===== src/rtl/mips_isa_pkg.sv =====
// ============================================================================
// mips_isa_pkg : MIPS opcode/funct constants, request kinds, word encoder
// Revision 1.0
// ============================================================================
`default_nettype none

package mips_isa_pkg;

    localparam logic [5:0] OP_RTYPE    = 6'd1;
    localparam logic [5:0] OP_LW       = 6'd2;
    localparam logic [5:0] OP_SW       = 6'd3;
    localparam logic [4:0] SHAMT_RTYPE = 5'd10;

    localparam logic [5:0] FUNCT_ADD = 6'd32;
    localparam logic [5:0] FUNCT_SUB = 6'd34;
    localparam logic [5:0] FUNCT_AND = 6'd36;
    localparam logic [5:0] FUNCT_OR  = 6'd37;
    localparam logic [5:0] FUNCT_MUL = 6'd50;

    typedef enum logic [2:0] {
        KIND_ADD     = 3'd0,
        KIND_SUB     = 3'd1,
        KIND_AND     = 3'd2,
        KIND_OR      = 3'd3,
        KIND_MUL     = 3'd4,
        KIND_LW      = 3'd5,
        KIND_SW      = 3'd6,
        KIND_INVALID = 3'd7
    } req_kind_e;

    // rd is unused by I-type words; invalid kinds encode to zero
    function automatic logic [31:0] encode_instr(
        input req_kind_e   kind,
        input logic [4:0]  rs,
        input logic [4:0]  rt,
        input logic [4:0]  rd,
        input logic [15:0] imm
    );
        logic [31:0] word;
        word = 32'd0;
        case (kind)
            KIND_ADD: word = {OP_RTYPE, rs, rt, rd, SHAMT_RTYPE, FUNCT_ADD};
            KIND_SUB: word = {OP_RTYPE, rs, rt, rd, SHAMT_RTYPE, FUNCT_SUB};
            KIND_AND: word = {OP_RTYPE, rs, rt, rd, SHAMT_RTYPE, FUNCT_AND};
            KIND_OR:  word = {OP_RTYPE, rs, rt, rd, SHAMT_RTYPE, FUNCT_OR};
            KIND_MUL: word = {OP_RTYPE, rs, rt, rd, SHAMT_RTYPE, FUNCT_MUL};
            KIND_LW:  word = {OP_LW, rs, rt, imm};
            KIND_SW:  word = {OP_SW, rs, rt, imm};
            default:  word = 32'd0;
        endcase
        return word;
    endfunction

endpackage

`default_nettype wire


===== src/rtl/instr_encoder_if.sv =====
// ============================================================================
// instr_encoder_if : request handshake and instruction-memory write bus
// Revision 1.0
// ============================================================================
`default_nettype none

interface instr_encoder_if
    import mips_isa_pkg::*;
#(
    parameter int ADDR_W = 8
) ();

    logic              req_valid;
    logic              req_ready;
    req_kind_e         req_kind;
    logic [4:0]        req_rs;
    logic [4:0]        req_rt;
    logic [4:0]        req_rd;
    logic [15:0]       req_imm;

    logic              mem_we;
    logic [ADDR_W-1:0] mem_addr;
    logic [31:0]       mem_wdata;
    logic              mem_ready;

    // master: boot loader / memory side; slave: the encoder
    modport master (
        output req_valid, req_kind, req_rs, req_rt, req_rd, req_imm, mem_ready,
        input  req_ready, mem_we, mem_addr, mem_wdata
    );

    modport slave (
        input  req_valid, req_kind, req_rs, req_rt, req_rd, req_imm, mem_ready,
        output req_ready, mem_we, mem_addr, mem_wdata
    );

endinterface

`default_nettype wire


===== src/rtl/instr_fifo.sv =====
// ============================================================================
// instr_fifo : synchronous FIFO with flush, occupancy count and async reset
// Revision 1.0
// ============================================================================
`default_nettype none

module instr_fifo #(
    parameter int WIDTH = 32,
    parameter int DEPTH = 4
) (
    input  wire logic                     clk,
    input  wire logic                     rst_n,
    input  wire logic                     flush,
    input  wire logic                     push,
    input  wire logic                     pop,
    input  wire logic [WIDTH-1:0]         wdata,
    output logic      [WIDTH-1:0]         rdata,
    output logic                          full,
    output logic                          empty,
    output logic      [$clog2(DEPTH):0]   count
);

    localparam int PTR_W = $clog2(DEPTH);
    localparam logic [PTR_W:0] C_DEPTH = (PTR_W + 1)'(DEPTH);

    logic [WIDTH-1:0] r_mem [DEPTH];
    logic [PTR_W-1:0] r_wr_ptr;
    logic [PTR_W-1:0] r_rd_ptr;
    logic [PTR_W:0]   r_count;

    logic w_do_push;
    logic w_do_pop;

    assign full      = (r_count == C_DEPTH);
    assign empty     = (r_count == '0);
    assign count     = r_count;
    assign rdata     = r_mem[r_rd_ptr];
    assign w_do_push = push & ~full & ~flush;
    assign w_do_pop  = pop & ~empty & ~flush;

    // Pointers wrap naturally because DEPTH is a power of two
    always_ff @(posedge clk or negedge rst_n) begin
        if (!rst_n) begin
            r_wr_ptr <= '0;
            r_rd_ptr <= '0;
            r_count  <= '0;
        end else if (flush) begin
            r_wr_ptr <= '0;
            r_rd_ptr <= '0;
            r_count  <= '0;
        end else begin
            if (w_do_push) begin
                r_wr_ptr <= r_wr_ptr + 1'b1;
            end
            if (w_do_pop) begin
                r_rd_ptr <= r_rd_ptr + 1'b1;
            end
            case ({w_do_push, w_do_pop})
                2'b10:   r_count <= r_count + 1'b1;
                2'b01:   r_count <= r_count - 1'b1;
                default: r_count <= r_count;
            endcase
        end
    end

    always_ff @(posedge clk) begin
        if (w_do_push) begin
            r_mem[r_wr_ptr] <= wdata;
        end
    end

endmodule

`default_nettype wire


===== src/rtl/instr_encoder.sv =====
// ============================================================================
// instr_encoder : encodes symbolic requests into MIPS words and loads them
//                 sequentially into instruction memory through a FIFO
// Revision 1.0
// ============================================================================
`default_nettype none

module instr_encoder
    import mips_isa_pkg::*;
#(
    parameter int ADDR_W     = 8,
    parameter int FIFO_DEPTH = 4,
    parameter int BASE_ADDR  = 0
) (
    input  wire logic              clk,
    input  wire logic              rst_n,
    input  wire logic              start,
    input  wire logic              finish,
    instr_encoder_if.slave         bus,
    output logic                   busy,
    output logic                   done,
    output logic [ADDR_W:0]        instr_count,
    output logic                   err
);

    localparam int CNT_W = $clog2(FIFO_DEPTH) + 1;

    localparam logic [1:0] S_IDLE  = 2'd0;
    localparam logic [1:0] S_LOAD  = 2'd1;
    localparam logic [1:0] S_DRAIN = 2'd2;
    localparam logic [1:0] S_DONE  = 2'd3;

    localparam logic [ADDR_W-1:0] C_BASE     = ADDR_W'(BASE_ADDR);
    localparam logic [ADDR_W+1:0] C_CAPACITY = {2'b01, {ADDR_W{1'b0}}};

    logic [1:0]        r_state;
    logic [1:0]        w_state_nxt;
    logic [ADDR_W-1:0] r_addr;
    logic [ADDR_W:0]   r_count;
    logic              r_err;

    logic              w_req_ready;
    logic              w_xfer_state;
    logic              w_mem_we;
    logic              w_accept;
    logic              w_kind_bad;
    logic              w_overflow;
    logic              w_push;
    logic              w_pop;
    logic [31:0]       w_word;
    logic [ADDR_W+1:0] w_total;

    logic [31:0]       w_fifo_head;
    logic              w_fifo_full;
    logic              w_fifo_empty;
    logic [CNT_W-1:0]  w_fifo_count;

    always_ff @(posedge clk or negedge rst_n) begin
        if (!rst_n) begin
            r_state <= S_IDLE;
        end else begin
            r_state <= w_state_nxt;
        end
    end

    always_comb begin
        w_state_nxt = r_state;
        if (start) begin
            w_state_nxt = S_LOAD;
        end else begin
            case (r_state)
                S_LOAD:  if (finish) w_state_nxt = S_DRAIN;
                S_DRAIN: if (w_fifo_empty) w_state_nxt = S_DONE;
                default: w_state_nxt = r_state;
            endcase
        end
    end

    always_comb begin
        w_xfer_state = 1'b0;
        w_req_ready  = 1'b0;
        busy         = 1'b0;
        done         = 1'b0;
        case (r_state)
            S_LOAD: begin
                w_xfer_state = 1'b1;
                w_req_ready  = ~w_fifo_full;
                busy         = 1'b1;
            end
            S_DRAIN: begin
                w_xfer_state = 1'b1;
                busy         = 1'b1;
            end
            S_DONE:  done = 1'b1;
            default: done = 1'b0;
        endcase
    end

    // Words written plus words still buffered may never exceed the address space
    assign w_total    = {1'b0, r_count} + (ADDR_W + 2)'(w_fifo_count);
    assign w_overflow = (w_total == C_CAPACITY);
    assign w_kind_bad = (bus.req_kind == KIND_INVALID);
    assign w_accept   = bus.req_valid & w_req_ready;
    assign w_push     = w_accept & ~w_kind_bad & ~w_overflow & ~start;
    assign w_mem_we   = w_xfer_state & ~w_fifo_empty;
    assign w_pop      = w_mem_we & bus.mem_ready & ~start;
    assign w_word     = encode_instr(bus.req_kind, bus.req_rs, bus.req_rt,
                                     bus.req_rd, bus.req_imm);

    instr_fifo #(
        .WIDTH (32),
        .DEPTH (FIFO_DEPTH)
    ) u_fifo (
        .clk   (clk),
        .rst_n (rst_n),
        .flush (start),
        .push  (w_push),
        .pop   (w_pop),
        .wdata (w_word),
        .rdata (w_fifo_head),
        .full  (w_fifo_full),
        .empty (w_fifo_empty),
        .count (w_fifo_count)
    );

    always_ff @(posedge clk or negedge rst_n) begin
        if (!rst_n) begin
            r_addr  <= C_BASE;
            r_count <= '0;
            r_err   <= 1'b0;
        end else if (start) begin
            r_addr  <= C_BASE;
            r_count <= '0;
            r_err   <= 1'b0;
        end else begin
            if (w_pop) begin
                r_addr  <= r_addr + 1'b1;
                r_count <= r_count + 1'b1;
            end
            if (w_accept && (w_kind_bad || w_overflow)) begin
                r_err <= 1'b1;
            end
        end
    end

    assign bus.req_ready = w_req_ready;
    assign bus.mem_we    = w_mem_we;
    assign bus.mem_addr  = r_addr;
    assign bus.mem_wdata = w_mem_we ? w_fifo_head : 32'd0;
    assign instr_count   = r_count;
    assign err           = r_err;

endmodule

`default_nettype wire


===== src/flat_wrapper.sv =====
// flat-port wrapper written by rule: the top's interface ports become plain ports
module instr_encoder_flat import mips_isa_pkg::*;
#(
    parameter int ADDR_W     = 8,
    parameter int FIFO_DEPTH = 4,
    parameter int BASE_ADDR  = 0
)
  (clk, rst_n, start, finish, busy, done, instr_count, err, bus_req_valid, bus_req_kind, bus_req_rs, bus_req_rt, bus_req_rd, bus_req_imm, bus_mem_ready, bus_req_ready, bus_mem_we, bus_mem_addr, bus_mem_wdata);
  instr_encoder_if #(.ADDR_W(ADDR_W)) bus_i ();
  input  wire logic clk;
  input  wire logic rst_n;
  input  wire logic start;
  input  wire logic finish;
  output logic busy;
  output logic done;
  output logic [ADDR_W:0] instr_count;
  output logic err;
  input wire logic [$bits(bus_i.req_valid)-1:0] bus_req_valid;
  input wire logic [$bits(bus_i.req_kind)-1:0] bus_req_kind;
  input wire logic [$bits(bus_i.req_rs)-1:0] bus_req_rs;
  input wire logic [$bits(bus_i.req_rt)-1:0] bus_req_rt;
  input wire logic [$bits(bus_i.req_rd)-1:0] bus_req_rd;
  input wire logic [$bits(bus_i.req_imm)-1:0] bus_req_imm;
  input wire logic [$bits(bus_i.mem_ready)-1:0] bus_mem_ready;
  output wire logic [$bits(bus_i.req_ready)-1:0] bus_req_ready;
  output wire logic [$bits(bus_i.mem_we)-1:0] bus_mem_we;
  output wire logic [$bits(bus_i.mem_addr)-1:0] bus_mem_addr;
  output wire logic [$bits(bus_i.mem_wdata)-1:0] bus_mem_wdata;
  assign bus_i.req_valid = bus_req_valid;
  assign bus_i.req_kind = bus_req_kind;
  assign bus_i.req_rs = bus_req_rs;
  assign bus_i.req_rt = bus_req_rt;
  assign bus_i.req_rd = bus_req_rd;
  assign bus_i.req_imm = bus_req_imm;
  assign bus_i.mem_ready = bus_mem_ready;
  assign bus_req_ready = bus_i.req_ready;
  assign bus_mem_we = bus_i.mem_we;
  assign bus_mem_addr = bus_i.mem_addr;
  assign bus_mem_wdata = bus_i.mem_wdata;
  instr_encoder #(.ADDR_W(ADDR_W), .FIFO_DEPTH(FIFO_DEPTH), .BASE_ADDR(BASE_ADDR)) u_core (.clk(clk), .rst_n(rst_n), .start(start), .finish(finish), .bus(bus_i), .busy(busy), .done(done), .instr_count(instr_count), .err(err));
endmodule

===== config.mk =====
export PLATFORM = sky130hd
export DESIGN_NAME = instr_encoder_flat
export DESIGN_NICKNAME = d
export VERILOG_FILES = /design/src/rtl/mips_isa_pkg.sv /design/src/rtl/instr_encoder_if.sv /design/src/rtl/instr_fifo.sv /design/src/rtl/instr_encoder.sv /design/src/flat_wrapper.sv
export SDC_FILE = /design/constraint.sdc
export NUM_CORES = 1
export LEC_CHECK = 0
export CAP_MARGIN = 10
export CORE_ASPECT_RATIO = 0.5
export CORE_MARGIN = 3
export CORE_UTILIZATION = 56
export CTS_BUF_LIST = sky130_fd_sc_hd__clkbuf_2
export CTS_CLUSTER_DIAMETER = 60
export DETAILED_ROUTE_END_ITERATION = 16
export PLACE_DENSITY = 0.82
export SETUP_SLACK_MARGIN = 0.2
export SLEW_MARGIN = 25
export SYNTH_ARGS = -nofsm -noshare
export SYNTH_HDL_FRONTEND = slang
export SYNTH_SLANG_ARGS = --single-unit

===== constraint.sdc =====
create_clock -name clk -period 3.9 [get_ports clk]
set_input_delay 0.585 -clock clk [delete_from_list [all_inputs] [get_ports clk]]
set_output_delay 0.585 -clock clk [all_outputs]
set_load 0.01 [all_outputs]

==> impl_metrics.tcl, run 1 <==
set metrics [dict create \
    drv_cap 0 \
    postSynthAreaPerCell_um2 14.3 \
    dpl.cell_count 670 \
    postSynthCellCount 450 \
    fp.coreArea_mm2 0.0111 \
    timing.final.crit_share 0.920 \
    largest_net_degree_at_the_start_of_global_routing 33 \
    grtUsageTotal 0.204 \
    vdd_ir_max_mv 0.234 \
    drv_slew 0 \
    cts.root.buffer_cell "clkbuf_2" \
    die_h_um 81.9 \
    numClockSinks 139 \
    area_delta_synth_final_pct 20.8 \
    post_synth_num_cell_types 51 \
    cts_tree "built" \
    routedWlPerCell_um 18.0 \
    route.detailed.drc 0 \
    cts_htree_levels 4 \
    clk_path_buf_depth 2 \
    grt_setup_unrepaired "yes" \
    ant_nets 0 \
    num_vias 3982 \
    synth_largest_type_area_fraction 0.521 \
    crit_path_cell_trace "ha_1 -> fa_1 -> a21oi_2 -> or4b_1 -> a2111o_1 -> nor3_4 -> nor2_1 -> nor3_1 -> fa_1 -> or3_1 -> nor2_1 -> a211oi_2 -> mux2_1" \
    dr.first_iter.drc_count 268 \
    wl_mm 12.7 \
    clkLatencyLatePin_ns 0.67 \
    syn-cell-area_mm2 0.00645 \
    timing.critical_path.buf_inv 0 \
    max_clock_freq_ghz 0.279 \
    grt_pass1_vias 3922 \
    antenna-diode-count 0 \
    clock_pin_slew_on_the_worst_setup_and_hold_paths_ns 0.23 \
    place.gp.congestion 0.838 \
    setup_viol 0 \
    period_needed_ns 3.59 \
    drt_first_pass_iters 5 \
    hold_path_class "primary input to async pin" \
    detailed_place_hpwl_mm 8.15 \
    yosys-top-cells-area "edfxtp_1 (52%), dfrtp_1 (10%), mux4_2 (9.8%)" \
    synth_top_cell_by_area "edfxtp_1" \
    post-route-cell-area_mm2 0.00779 \
    most-common-layout-cells "edfxtp_1 (112), clkdlybuf4s50_1 (89), and2_1 (43)" \
    floorplan.die.width_um 158 \
    critPathKind "register to register" \
    start_kind "register" \
    worst_ep_required_time_ns 4.48 \
    finish.cell_count_without_fillers 708 \
    boundaryPins 94 \
    final_common_cell "edfxtp_1" \
    power.static_leakage_nw 2.77 \
    critical-path-slowest-cell "or4b_1" \
    fp.dieArea_mm2 0.0129 \
    power_mw 3.46 \
    global_route.overflow_total 0 \
    count_of_port_buffers_added_during_placement 89 \
    whs_ns 0.269 \
    sequential_area_share_after_synthesis 0.626 \
    r2r.worst_path.cells 13 \
    ys_ff_latch 139 \
    crit_arrival_ns 4.17 \
    synth-edff-count 112 \
    timing.clock.skew_ns 0.0372 \
    floorplan.rows 27 \
    timing_hold_violations_final 0 \
    cp.depth 13 \
    grt_pass1_wl_mm 19.9 \
    post_route_cells_drive_above_1_share 0.167 \
    outcome "finished, final reports clean" \
    top_delay_family_on_crit_path "simple AND/OR/NAND/NOR gates" \
    worstSetupEndpointType "register" \
    tritoncts.num_buffers 17 \
    cp_slowest_stage_delay_ns 0.53 \
    initial_antenna_violation_count 0 \
    timing.slew.headroom 0.396 \
    cp_max_fo 4 \
    initial_cell_density_of_the_core 0.580 \
    hold_buffers 0 \
    finalSetupTns_ns 0 \
    placed_cell_area_mm2 0.00748 \
    fin_nets 604 \
    tightestPinTransition_ns 0.898 \
    synthArstFlopShare 0.194 \
    p_per_area_mw_per_mm2 444 \
    yosys_warnings 0 \
    ys_dominant_reg_cell "edfxtp_1" \
    drt-vias-per-instance 5.62 \
]
==> stage by stage <==
step | worst slack (ns) | utilization
2_1_floorplan | 0.424 | -
6_report | 0.311 | 0.701
4_1_cts | 0.206 | 0.694
3_3_place_gp | 0.268 | 0.673
5_1_grt | 0.0959 | 0.701
3_5_place_dp | 0.120 | 0.673
==> final cells by class <==
class	instances	area, um^2
multi-input combinational	272	2270
sequential	139	4040
tap	145	181
clock inverter	15	140
fill	760	3320
inverter	14	52.6
clock buffer	17	85.1
timing repair buffer	106	1020
==> cell usage after synthesis, drive strengths merged (7+ instances only) <==
master,instances
ha,12
and2,43
buf,11
nor2b,8
inv,14
clkbuf,16
and3,7
nand2b,14
nor2,29
mux4,28
edfxtp,112
o21ai,7
dfrtp,27
xor2,12
nand2,26
a21oi,9
nand3,9
==> layer usage <==
layer / global-route usage / share of wire / routed length (um) / vias up
met1: 0.269 / 0.42 / 5360 / 1962
li1: - / - / - / 1864
met2: 0.334 / 0.51 / 6460 / 142
met4: 0.0658 / 0.011 / 143 / 0
met3: 0.0574 / 0.061 / 780 / 14
met5: 0 / 0 / 0 / -
==> final timing paths <==
check                                                       start                                  to  slack [ns]
worst min register to register             u_core.err$_DFFE_PN0P_              u_core.err$_DFFE_PN0P_        0.55
worst max-delay path            u_core.instr_count[0]$_DFFE_PN0P_  u_core.u_fifo.count[2]$_DFFE_PN0P_        0.31
min in group clk                           u_core.err$_DFFE_PN0P_              u_core.err$_DFFE_PN0P_        0.55
max in group asynchronous                                   rst_n  u_core.u_fifo.count[0]$_DFFE_PN0P_        3.33
worst max register to register  u_core.instr_count[0]$_DFFE_PN0P_  u_core.u_fifo.count[2]$_DFFE_PN0P_        0.31
worst min-delay path                                        rst_n   u_core.instr_count[3]$_DFFE_PN0P_        0.27
==> worst reg2reg max path, stage by stage (launching register included) <==
cell and delay (ns):
dfrtp_2 0.43, ha_1 0.19, fa_1 0.25, a21oi_2 0.10, or4b_1 0.53, a2111o_1 0.51, nor3_4 0.23, nor2_1 0.09
nor3_1 0.21, fa_1 0.23, or3_1 0.15, nor2_1 0.06, a211oi_2 0.23, mux2_1 0.34
==> repair_timing <==
item	in CTS	in global routing
setup buffers	0	6
endpoints found under the setup margin	1	14
pin swaps	0	3
gates resized for setup	1	9
==> power by group <==
group          total [mW]  switching [mW]  internal [mW]
clock network       0.794           0.554          0.241
registers            1.73          0.0491           1.68
logic               0.930           0.434          0.496
==> sequential cells by signal, indices dropped and copies added (netlist names) <==
signal                  flops
u_core.u_fifo.r_mem       112
u_core.instr_count          9
u_core.bus.mem_addr         8
u_core.u_fifo.count         3
u_core.r_state              2
u_core.u_fifo.r_rd_ptr      2
u_core.u_fifo.r_wr_ptr      2
u_core.err                  1
==> kinds of logic after synthesis <==
| group | share of synthesized area |
|---|---|
| AO/OA/AOI/OAI | 0.0477 |
| XOR/XNOR | 0.0244 |
| adder cells (fa/ha/maj) | 0.0357 |
| buffers and inverters | 0.0299 |
| flip-flops | 0.626 |
| multiplexers | 0.106 |
| other | 0.000581 |
| AND/OR/NAND/NOR | 0.130 |
Note: power is estimated with default switching activity, not from simulation.
==> run 2, diff against run 1 <==
- SLEW_MARGIN: 25 -> 30
==> impl_metrics.tcl, run 2 (synthesized netlist as in run 1, its figures left out) <==
set metrics [dict create \
    outcome "finished, final reports clean" \
    numClockSinks 139 \
    pwr-share-clk 0.231 \
    timing.final.crit_share 0.918 \
    grt_setup_unrepaired "yes" \
    hold_path_class "primary input to async pin" \
    count_of_port_buffers_added_during_placement 89 \
    place.gp.congestion 0.838 \
    max_clock_freq_ghz 0.279 \
    floorplan.rows 27 \
    net-switching-power_mw 1.04 \
    preCtsSetupSlack_ns 0.120 \
    switching_share 0.301 \
    start_kind "register" \
    regMostFlops "u_core.u_fifo.r_mem" \
    cp_max_fo 4 \
    hold_buffers 0 \
    critPathKind "register to register" \
    period_needed_ns 3.58 \
    p_per_area_mw_per_mm2 444 \
    initial_antenna_violation_count 0 \
    timing.slew.headroom 0.492 \
    grt_pass1_vias 3922 \
    num_vias 3958 \
    timing.clock.skew_ns 0.0341 \
    final_common_cell "edfxtp_1" \
    wl_mm 12.8 \
    drv_cap 0 \
    dpl.cell_count 670 \
    grtUsageTotal 0.204 \
    worstSetupEndpointType "register" \
    clock_pin_slew_on_the_worst_setup_and_hold_paths_ns 0.23 \
    routedWlPerCell_um 18.1 \
    clk_path_buf_depth 2 \
    vdd_ir_max_mv 0.234 \
    fp.dieArea_mm2 0.0129 \
    detailed_place_hpwl_mm 8.15 \
    die_h_um 81.9 \
    boundaryPins 94 \
    power.static_leakage_nw 2.77 \
    route.detailed.drc 0 \
    finish.cell_count_without_fillers 708 \
    crit_arrival_ns 4.16 \
    fin_nets 604 \
    finalSetupTns_ns 0 \
    largest_net_degree_at_the_start_of_global_routing 33 \
    dr.first_iter.drc_count 272 \
    initial_cell_density_of_the_core 0.580 \
    number_of_flip_flops_under_the_largest_register_name 112 \
    fillers 760 \
    floorplan.die.width_um 158 \
    whs_ns 0.272 \
    area_delta_synth_final_pct 20.8 \
    global_route.overflow_total 0 \
    setup_viol 0 \
    cts_tree "built" \
    cts_htree_levels 4 \
    ant_nets 0 \
    antenna-diode-count 0 \
    worst_setup_slack_final_ns 0.319 \
    power_frac_seq 0.501 \
    cts.root.buffer_cell "clkbuf_2" \
    drv_slew 0 \
    drt-vias-per-instance 5.59 \
    post_route_cells_drive_above_1_share 0.167 \
    clkLatencyLatePin_ns 0.66 \
    multi_input_comb_area_mm2 0.00227 \
    fp.coreArea_mm2 0.0111 \
    worst_ep_required_time_ns 4.48 \
    final-seq-area_mm2 0.00404 \
    power.share.combinational 0.269 \
    drt_first_pass_iters 5 \
    most-common-layout-cells "edfxtp_1 (112), clkdlybuf4s50_1 (89), and2_1 (43)" \
    timing_hold_violations_final 0 \
    tightestPinTransition_ns 0.762 \
    internal_power_mw 2.42 \
    grt_pass1_wl_mm 19.9 \
    tritoncts.num_buffers 17 \
]
run 2: cell counts in the layout (fill, tap and decap cells not counted):
Identical to the previous run, type by type.
run 2: timing repair:
action,in CTS,in global routing
resized for setup,1,9
pin swaps,0,3
endpoints found under the hold margin,0,0
buffers inserted,0,6
setup endpoints to repair,1,14
run 2: layer usage:
metal | vias up | GRT usage | share of wire
met4 | 0 | 0.0658 | 0.0081
met5 | - | 0 | 0
met3 | 8 | 0.0574 | 0.054
met2 | 128 | 0.334 | 0.51
li1 | 1862 | - | -
met1 | 1960 | 0.269 | 0.43
run 2: cell type report:
cell class | instances | area share
well taps | 145 | 0.0233
flip-flops and latches | 139 | 0.519
multi-input cells | 272 | 0.291
clock inverters | 15 | 0.0180
inverters | 14 | 0.00674
repair buffers | 106 | 0.131
clock buffers | 17 | 0.0109
run 2: worst paths after layout:
kind	start	depth (start not counted)	end	slack, ns
worst min-delay path	rst_n	2	u_core.instr_count[3]$_DFFE_PN0P_	0.27
max in group asynchronous	rst_n	2	u_core.u_fifo.count[0]$_DFFE_PN0P_	3.33
min in group clk	u_core.err$_DFFE_PN0P_	2	u_core.err$_DFFE_PN0P_	0.54
worst min register to register	u_core.err$_DFFE_PN0P_	2	u_core.err$_DFFE_PN0P_	0.54
worst max-delay path	u_core.instr_count[0]$_DFFE_PN0P_	13	u_core.u_fifo.count[2]$_DFFE_PN0P_	0.32
worst max register to register	u_core.instr_count[0]$_DFFE_PN0P_	13	u_core.u_fifo.count[2]$_DFFE_PN0P_	0.32
run 2: critical path: stages (launching register included):
cell	delay, ns
dfrtp_2	0.43
ha_1	0.19
fa_1	0.25
a21oi_2	0.10
or4b_1	0.53
a2111o_1	0.51
nor3_4	0.23
nor2_1	0.09
nor3_1	0.21
fa_1	0.22
or3_1	0.15
nor2_1	0.06
a211oi_2	0.23
mux2_1	0.34
run 2: power by group through the flow:
stage	clock network (mW)	registers (mW)	logic [mW]
2_1_floorplan	0	1.75	0.516
3_3_place_gp	0	1.76	0.890
3_5_place_dp	0	1.77	0.911
4_1_cts	0.813	1.74	0.915
5_1_grt	0.890	1.74	1.01
6_report	0.799	1.73	0.930
run 2: metrics by stage:
| step | power, mW | area, um^2 | util |
|---|---|---|---|
| after floorplan | 2.27 | 6460 | - |
| after global placement | 2.65 | 7480 | 0.673 |
| after detailed placement | 2.68 | 7480 | 0.673 |
| after CTS | 3.46 | 7710 | 0.694 |
| after global routing | 3.64 | 7790 | 0.701 |
| final | 3.46 | 7790 | 0.701 |
